===== config.mk =====
export PLATFORM = sky130hd
export DESIGN_NAME = keypad_scan_sequencer
export DESIGN_NICKNAME = d
export VERILOG_FILES = /design/src/rtl/keypad_scan_sequencer.sv
export SDC_FILE = /design/constraint.sdc
export NUM_CORES = 1
export LEC_CHECK = 0
export ABC_AREA = 1
export CAP_MARGIN = 20
export CORE_UTILIZATION = 30
export CTS_CLUSTER_SIZE = 28
export DETAILED_ROUTE_END_ITERATION = 16
export PLACE_DENSITY_LB_ADDON = 0.12
export SLEW_MARGIN = 20
export SYNTH_ARGS = -nofsm -noshare
export SYNTH_HDL_FRONTEND = slang
export SYNTH_SLANG_ARGS = --single-unit

===== constraint.sdc =====
create_clock -name clk -period 1.5 [get_ports clk]
set_input_delay 0.375 -clock clk [delete_from_list [all_inputs] [get_ports clk]]
set_output_delay 0.375 -clock clk [all_outputs]
set_load 0.005 [all_outputs]

===== src/rtl/keypad_scan_sequencer.sv =====
// 4x4 keypad row scanner: debounced press/release, ghost rejection, one-deep code buffer.
// Optional auto-repeat while a key is held: define KEYPAD_REPEAT_EN.
module keypad_scan_sequencer #(
  parameter int unsigned SCAN_DIV     = 1000,
  parameter int unsigned DEBOUNCE_CNT = 16,
  parameter int unsigned REPEAT_DLY   = 500,
  parameter int unsigned REPEAT_RATE  = 100
) (
  input  logic       clk,
  input  logic       reset,
  input  logic [3:0] column,
  output logic [3:0] row,
  output logic       key_valid,
  output logic [3:0] key_code,
  input  logic       key_ack,
  output logic       key_held,
  output logic       overrun
);

  typedef enum logic [1:0] {SCAN, DEBOUNCE, PRESSED, RELEASE} state_t;

  localparam int unsigned TW = $clog2(SCAN_DIV);

  state_t        state, state_next;
  logic [3:0]    col_meta, col_sync, col_lat;
  logic [TW-1:0] tick_cnt;
  logic          tick;
  logic [1:0]    row_idx, row_idx_next, col_idx, col_enc;
  logic [7:0]    deb_cnt, deb_next;
  logic          one_low, latch, key_event, ack_ok;

  assign tick     = (tick_cnt == TW'(SCAN_DIV - 1));
  assign key_held = (state == PRESSED) || (state == RELEASE);
  assign ack_ok   = key_ack && key_valid;

  always_comb begin
    row = '1;
    row[2'd3 - row_idx] = 1'b0;
  end

  // Only a single low column is a usable press; anything else counts as no key.
  always_comb begin
    one_low = 1'b1;
    col_enc = 2'd0;
    case (col_sync)
      4'b0111: col_enc = 2'd0;
      4'b1011: col_enc = 2'd1;
      4'b1101: col_enc = 2'd2;
      4'b1110: col_enc = 2'd3;
      default: one_low = 1'b0;
    endcase
  end

`ifdef KEYPAD_REPEAT_EN
  localparam int unsigned RW =
    $clog2(((REPEAT_DLY > REPEAT_RATE) ? REPEAT_DLY : REPEAT_RATE) + 1);
  logic [RW-1:0] rep_cnt, rep_next;
  logic          rep_first, first_next;

  always_ff @(posedge clk or posedge reset) begin
    if (reset) begin
      rep_cnt   <= '0;
      rep_first <= 1'b0;
    end else begin
      rep_cnt   <= rep_next;
      rep_first <= first_next;
    end
  end
`else
  // Repeat timing parameters stay on the interface for drop-in compatibility.
  if (REPEAT_DLY == 0 && REPEAT_RATE == 0) begin : g_repeat_unused
  end
`endif

  always_comb begin
    state_next   = state;
    row_idx_next = row_idx;
    deb_next     = deb_cnt;
    latch        = 1'b0;
    key_event    = 1'b0;
`ifdef KEYPAD_REPEAT_EN
    rep_next     = rep_cnt;
    first_next   = rep_first;
`endif
    if (tick) begin
      case (state)
        SCAN: begin
          if (one_low) begin
            latch      = 1'b1;
            deb_next   = '0;
            state_next = DEBOUNCE;
          end else begin
            row_idx_next = row_idx + 2'd1;
          end
        end
        DEBOUNCE: begin
          if (col_sync == col_lat) begin
            deb_next = deb_cnt + 8'd1;
            if (deb_next == 8'(DEBOUNCE_CNT)) begin
              key_event  = 1'b1;
              state_next = PRESSED;
`ifdef KEYPAD_REPEAT_EN
              rep_next   = '0;
              first_next = 1'b0;
`endif
            end
          end else begin
            state_next   = SCAN;
            row_idx_next = row_idx + 2'd1;
          end
        end
        PRESSED: begin
          if (col_sync == 4'b1111) begin
            state_next = RELEASE;
            deb_next   = '0;
          end else begin
`ifdef KEYPAD_REPEAT_EN
            rep_next = rep_cnt + RW'(1);
            if (rep_next == (rep_first ? RW'(REPEAT_RATE) : RW'(REPEAT_DLY))) begin
              key_event  = 1'b1;
              rep_next   = '0;
              first_next = 1'b1;
            end
`endif
          end
        end
        RELEASE: begin
          if (col_sync == 4'b1111) begin
            deb_next = deb_cnt + 8'd1;
            if (deb_next == 8'(DEBOUNCE_CNT)) begin
              state_next   = SCAN;
              row_idx_next = row_idx + 2'd1;
            end
          end else begin
            state_next = PRESSED;
          end
        end
        default: state_next = SCAN;
      endcase
    end
  end

  always_ff @(posedge clk or posedge reset) begin
    if (reset) begin
      col_meta <= '1;
      col_sync <= '1;
      tick_cnt <= '0;
      state    <= SCAN;
      row_idx  <= '0;
      deb_cnt  <= '0;
      col_lat  <= '1;
      col_idx  <= '0;
    end else begin
      col_meta <= column;
      col_sync <= col_meta;
      tick_cnt <= tick ? '0 : tick_cnt + TW'(1);
      state    <= state_next;
      row_idx  <= row_idx_next;
      deb_cnt  <= deb_next;
      if (latch) begin
        col_lat <= col_sync;
        col_idx <= col_enc;
      end
    end
  end

  // An event coinciding with an accepted ack replaces the code instead of overrunning.
  always_ff @(posedge clk or posedge reset) begin
    if (reset) begin
      key_valid <= 1'b0;
      key_code  <= '0;
      overrun   <= 1'b0;
    end else begin
      if (key_event) begin
        if (!key_valid || key_ack) begin
          key_code  <= {row_idx, col_idx};
          key_valid <= 1'b1;
        end else begin
          overrun <= 1'b1;
        end
      end else if (ack_ok) begin
        key_valid <= 1'b0;
      end
      if (ack_ok) overrun <= 1'b0;
    end
  end

endmodule

* After elaboration in Yosys (flattened, before gate mapping)
Cells that the tools add are included.
** Word-level totals
- Output and inout bits :: 11
- Bits in read-only memories :: 0
- Bits in registers :: 42
- Latch bits :: 0
- Logic and storage cells :: 90
- Memory bits (writable) :: 0
- Memories kept :: 0
** Operators by class
- Eq/ne operators :: 22
- Reductions and logical operators :: 15
- Divide/modulo/power cells :: 0
- Bitwise logic cells :: 1
- Multipliers :: 0
- Magnitude comparators :: 2
- Mux-type cells :: 35
- Add/subtract/negate cells :: 4
- Shifts and indexed selects :: 0
** Operators by type and width (count)
- 8-bit two-way mux :: 4
- 8-bit case mux with 4 select lines :: 1
- 2-bit two-way mux :: 10
- 4-bit equality test, second input constant :: 4
- 1-bit two-way mux :: 15
- 2-bit case mux with 3 select lines :: 2
- 10-bit by 1-bit adder with 10-bit output, second input constant :: 1
- 10-bit equality test, second input constant :: 1
- 10-bit two-way mux :: 1
- 2-bit inequality test, second input constant :: 5
- 5-bit AND reduction :: 2
- 8-bit by 1-bit adder with 8-bit output, second input constant :: 1
- 8-bit by 5-bit equality test with 1-bit output, second input constant :: 1
- 2-bit by 1-bit inequality test with 1-bit output, second input constant :: 4
- 2-bit case mux with 4 select lines :: 1
- 3-bit inequality test, second input constant :: 2
- 2-bit AND reduction :: 3
- 6-bit AND reduction :: 1
- 2-bit equality test, second input constant :: 2
- 4-bit by 3-bit equality test with 1-bit output, second input constant :: 1
- 4-bit equality test :: 1
- 4-bit NOT :: 1
- 4-bit OR reduction :: 1
- 2-bit by 3-bit less-than comparator with 1-bit output, second input constant :: 1
- other kinds (11) :: 13

* Depth between registers and ports, before layout
- Word-level depth :: 8
- Mapped depth :: 12

* Least setup slack after synthesis
OpenSTA, ideal clock, no wires.
- Kind :: register to register
- From :: register deb_cnt[0]
- To :: register key_code[2]
- Library setup time :: 122 ps
- Arrival time :: 1401 ps
- Buffers on the path :: 0
- Cell stages (with the launch flop) :: 11
- Setup slack :: -23 ps
- Cells stage by stage :: dfrtp_1 > ha_1 > nand3_1 > nand2_1 > nand2_1 > nor2_1 > nand3_2 > inv_2 > nand3_4 > nand2_1 > o21ai_1
** Between the ends
- Longest elaborated chain between the ends :: 7
** RTL lines
- start, declared :: RTL line 29 : logic [7:0] deb_cnt, deb_next;
- start signal, assigned :: RTL line 159 : deb_cnt <= deb_next;
- 8-bit by 1-bit adder with 8-bit output :: RTL line 98 : deb_next = deb_cnt + 8'd1;
- 8-bit by 5-bit equality test with 1-bit output :: RTL line 99 : if (deb_next == 8'(DEBOUNCE_CNT)) begin
- 1-bit two-way mux :: RTL line 99
- 1-bit two-way mux :: RTL line 97 : if (col_sync == col_lat) begin
- 1-bit two-way mux :: RTL line 86 : case (state)
- 1-bit two-way mux :: RTL line 85 : if (tick) begin
- 2-bit AND reduction (no line)
- end signal, assigned :: RTL line 176 : key_code <= {row_idx, col_idx};
- end, declared :: RTL line 14 : output logic [3:0] key_code,
Every way passes these cells.
A chain may end at the register's enable or synchronous reset.

* Worst setup path after layout
- From :: register col_sync[3]
- To :: register deb_cnt[3]
** Between the ends
- Longest elaborated chain between the ends :: 5
- Elaborated cells between the ends (all ways) :: 13
- Classes of those cells :: eq/ne (10); mux (1); reduce/logical (2)
** RTL lines
- start, declared :: RTL line 25 : logic [3:0] col_meta, col_sync, col_lat;
- start signal, assigned :: RTL line 155 : col_sync <= col_meta;
- 4-bit equality test or 4-bit by 3-bit equality test with 1-bit output (tied branches) :: RTL line 45 : case (col_sync)
- 4-bit OR reduction (no line)
- 1-bit two-way mux :: RTL line 45
- 2-bit inequality test (no line)
- 5-bit AND reduction (no line) (*)
Mark *: on every way between the ends. The rest lies on a longest branch, timed or not.

==> impl_results.md <==
- Status: finished, violations left
- Failing checks: setup timing
- Most frequent cell after synthesis: nand2_1
- First-pass GRT wire length: 7800 um
- Sink Count: 42
- CTS tree: yes
- Synth area leaders: dfrtp_1 33%, dfstp_2 14%, nand2_1 12%
- Register area: 1070 um2
- # port buffers: 17
- Sw Ratio: 21.9%
- Pwr/cell area: 661 nW/um2
- Worst Reg-to-Reg Cells: 8
- Die W: 88.5 um
- R2r endpoint: deb_cnt[3]$_DFFE_PP0P_
- Full die area: 7820 um2
- Largest net degree at the start of global routing: 43
- CTS buffer count: 5
- Antenna Cells: 0
- Max Cap Viol: 0
- Antenna violations before repair: 0
- Combinational power share: 5.0%
- Multi-input logic area: 1170 um2
- Clock power share: 39.4%
- Period utilisation layout: 104%
- DR DRC count: 0
- Design area: 3170 um2
- VDD IR max: 0.000419 V
- Hold Path Sink: col_sync[1]$_DFF_PP1_
- FP Rows: 31
- RSZ-0062 raised after global routing: true
- Io pins: 18
- CP Launch Type: flop
- Hold Path Depth: 0
- Worst-Margin Slew: 0.367 ns
- Post-route minimum period: 1.57 ns
- Post-Syn Area per Cell: 8.34 um2
- Reg clk slew, reported paths: 0.08 ns
- Relative slew slack: 75.4%
- Yosys reg bits: 42
- Post-synth top cells: 70 x nand2_1, 39 x inv_1, 30 x dfrtp_1
- Pins Over Slew Limit: 0
- Switching pwr: 459 uW
- CP endpoint kind: flop
- Final core utilization: 43.7%
- Main synth FF type: dfrtp_1
- Core Region: 7250 um2
- Pleak: 1.47 nW
- Clk_skew: 0.00759 ns
- Overflow after GRT: 0
- Skew-Pair Late Insertion Delay: 0.29 ns
- R2r startpoint: col_sync[3]$_DFF_PP1_
- DR iter-0 viols: 43
- Worst-path cell chain: buf_4 -> inv_1 -> nand2_1 -> nand3_1 -> nand3_2 -> and2_4 -> nand3_4 -> o21ai_2
- Post-route ant nets: 0
- Root Driver: clkbuf_8
- Yosys top cell by area: dfrtp_1
- Slack of the critical path: -0.0657 ns
- Worst hold path class: flop to flop
- Fillers: 764
- Final wirelength: 4580 um
- Placer Congestion: 0.767
- Yosys top cell area share: 33.5%
- Pint: 1.63 mW
- Source of the worst hold timing path: col_meta[1]$_DFF_PP1_
- First-pass DRT Iterations: 4
- H-tree levels: 2
- Asr flop ratio synth: 100%
- Layout overhead on the synthesized area: 41.4%
- Post-DP HPWL: 3170 um
- Post-synthesis sequential area ratio: 47.5%
- Final #Nets: 347
- Critical setup path kind: flop to flop
- GRT Total Usage: 13.1%
- Net Count, Synth: 282
- Fin Setup TNS: -0.940 ns
- CP Data Required Time: 1.73 ns
- CTS max path bufs: 2
- Total number of vias: 1,834
- Cell variety after synth: 31
- Chip Height: 88.5 um
- Arr. time, crit path: 1.79 ns
- Endpoints failing setup: 23
- DR WL/cell: 10.6 um
- Gate Count Post-Synth: 269
- Max incr delay on CP: 0.59 ns
- Final Hold Viols: 0
- Post-DP Area: 2780 um2
- Post-synthesis instance area: 2240 um2
- Vias per inst: 4.23
- Slowest cell on the critical path: dfstp_2
- Share of layout cells above drive strength 1: 42.4%
- Count of warnings emitted by yosys: 0
- Total power: 2.09 mW
- Fmax: 0.639 GHz
- EDFF count, synth: 0
- Flop pwr share: 55.6%
- Max Fanout on Critical Path: 5
- Reg2Reg Setup Slack: -0.07 ns
- Initial Utilization: 30.9%
- Number of global-route vias before repair: 1,764
- # hold bufs at CTS: 0
## routing by layer
metal | routed length [um] | track usage (%) | up-vias
li1 | - | - | 976
met1 | 2250 | 17.0 | 832
met2 | 2160 | 21.7 | 22
met3 | 118 | 2.80 | 4
met4 | 51 | 4.40 | 0
met5 | 0 | 0 | -
## per-stage QoR
step	setup WS, ns	cells	hold slack (ns)
final	-0.0657	434	0.358
after global routing	-0.178	434	0.362
after CTS	-0.0755	429	0.361
after detailed placement	-0.0956	414	0.347
after global placement	-0.0915	414	0.346
after floorplan	0.000165	269	0.345
## area by class of cell
type / instances / area share [%]
tap: 99 / 3.91
multi-input combinational: 182 / 37.1
clock buffer: 7 / 3.08
sequential: 42 / 33.8
timing repair buffer: 61 / 16.8
clock inverter: 1 / 0.197
inverter: 42 / 5.21
## worst max-delay path, delay by kind of cell (launching register included)
family / cells / cell delay (ns)
DFF: 1 / 0.59
and+or+nand+nor: 5 / 0.61
buffers and inverters: 2 / 0.16
AOI/OAI and AO/OA: 1 / 0.13
## cells by family after synthesis
kind of cell	share of synthesized area, %
fa+ha+maj	3.35
flops	47.5
compound gates	8.26
xor+xnor	2.34
buf+inv	7.76
simple gates	30.7
## sequential cells by signal, summed over array words and instances (netlist names)
name and flops:
col_idx 2, col_lat 4, key_valid 1, state 2, col_meta 4, row_idx 2, deb_cnt 8, key_code 4
tick_cnt 10, overrun 1, col_sync 4
## power groups by stage
stage,clock network [mW],registers (mW),logic [mW]
final,0.825,1.16,0.106
after floorplan,0,1.18,0.0443
after detailed placement,0,1.18,0.0998
after CTS,0.874,1.16,0.101
after global placement,0,1.18,0.100
after global routing,0.908,1.17,0.119
## timing repair
item	CTS	global route
buffers inserted	7	5
setup endpoints to repair	32	29
pin swaps	6	16
gates cloned	0	0
gates resized for setup	50	36
## worst max-delay path by stage
stage                                 from                 endpoint  slack (ns)  depth (start not counted)
finish               col_sync[3]$_DFF_PP1_   deb_cnt[3]$_DFFE_PP0P_       -0.07                          8
global route         col_sync[3]$_DFF_PP1_   deb_cnt[2]$_DFFE_PP0P_       -0.18                          8
CTS                 deb_cnt[0]$_DFFE_PP0P_     state[0]$_DFFE_PP0P_       -0.08                         10
detailed placement  row_idx[0]$_DFFE_PP0P_                   row[3]        -0.1                          4
global placement    deb_cnt[0]$_DFFE_PP0P_     state[1]$_DFFE_PP0P_       -0.09                         10
floorplan           deb_cnt[0]$_DFFE_PP0P_  key_code[2]$_DFFE_PP0P_      0.0002                         10
## cells in the final DEF, fill, tap and decap left out, types with 3 or more instances in the layout
cell type        netlist  layout
inv_4                  0       4
dlygate4sd2_1          0       7
nor2_4                 2       5
dfrtp_2                0       3
o21ai_0                4       3
nand2_2                5      10
nand3_2                3       9
nand3_4                2       3
o21ai_1                4       5
o21ai_2               12      12
nor2_1                24      14
inv_2                  3       7
clkdlybuf4s50_1        0       6
clkbuf_8               0       5
buf_6                  0      10
inv_1                 39      32
dfstp_2               12      12
xor2_1                 6       6
nand4_1                5       5
nand2_1               70      63
nand3_1               22      15
nor2_2                 4      11
ha_4                   0       5
buf_4                  1      37
dfrtp_1               30      27
Power figures use the tool's default switching activity.
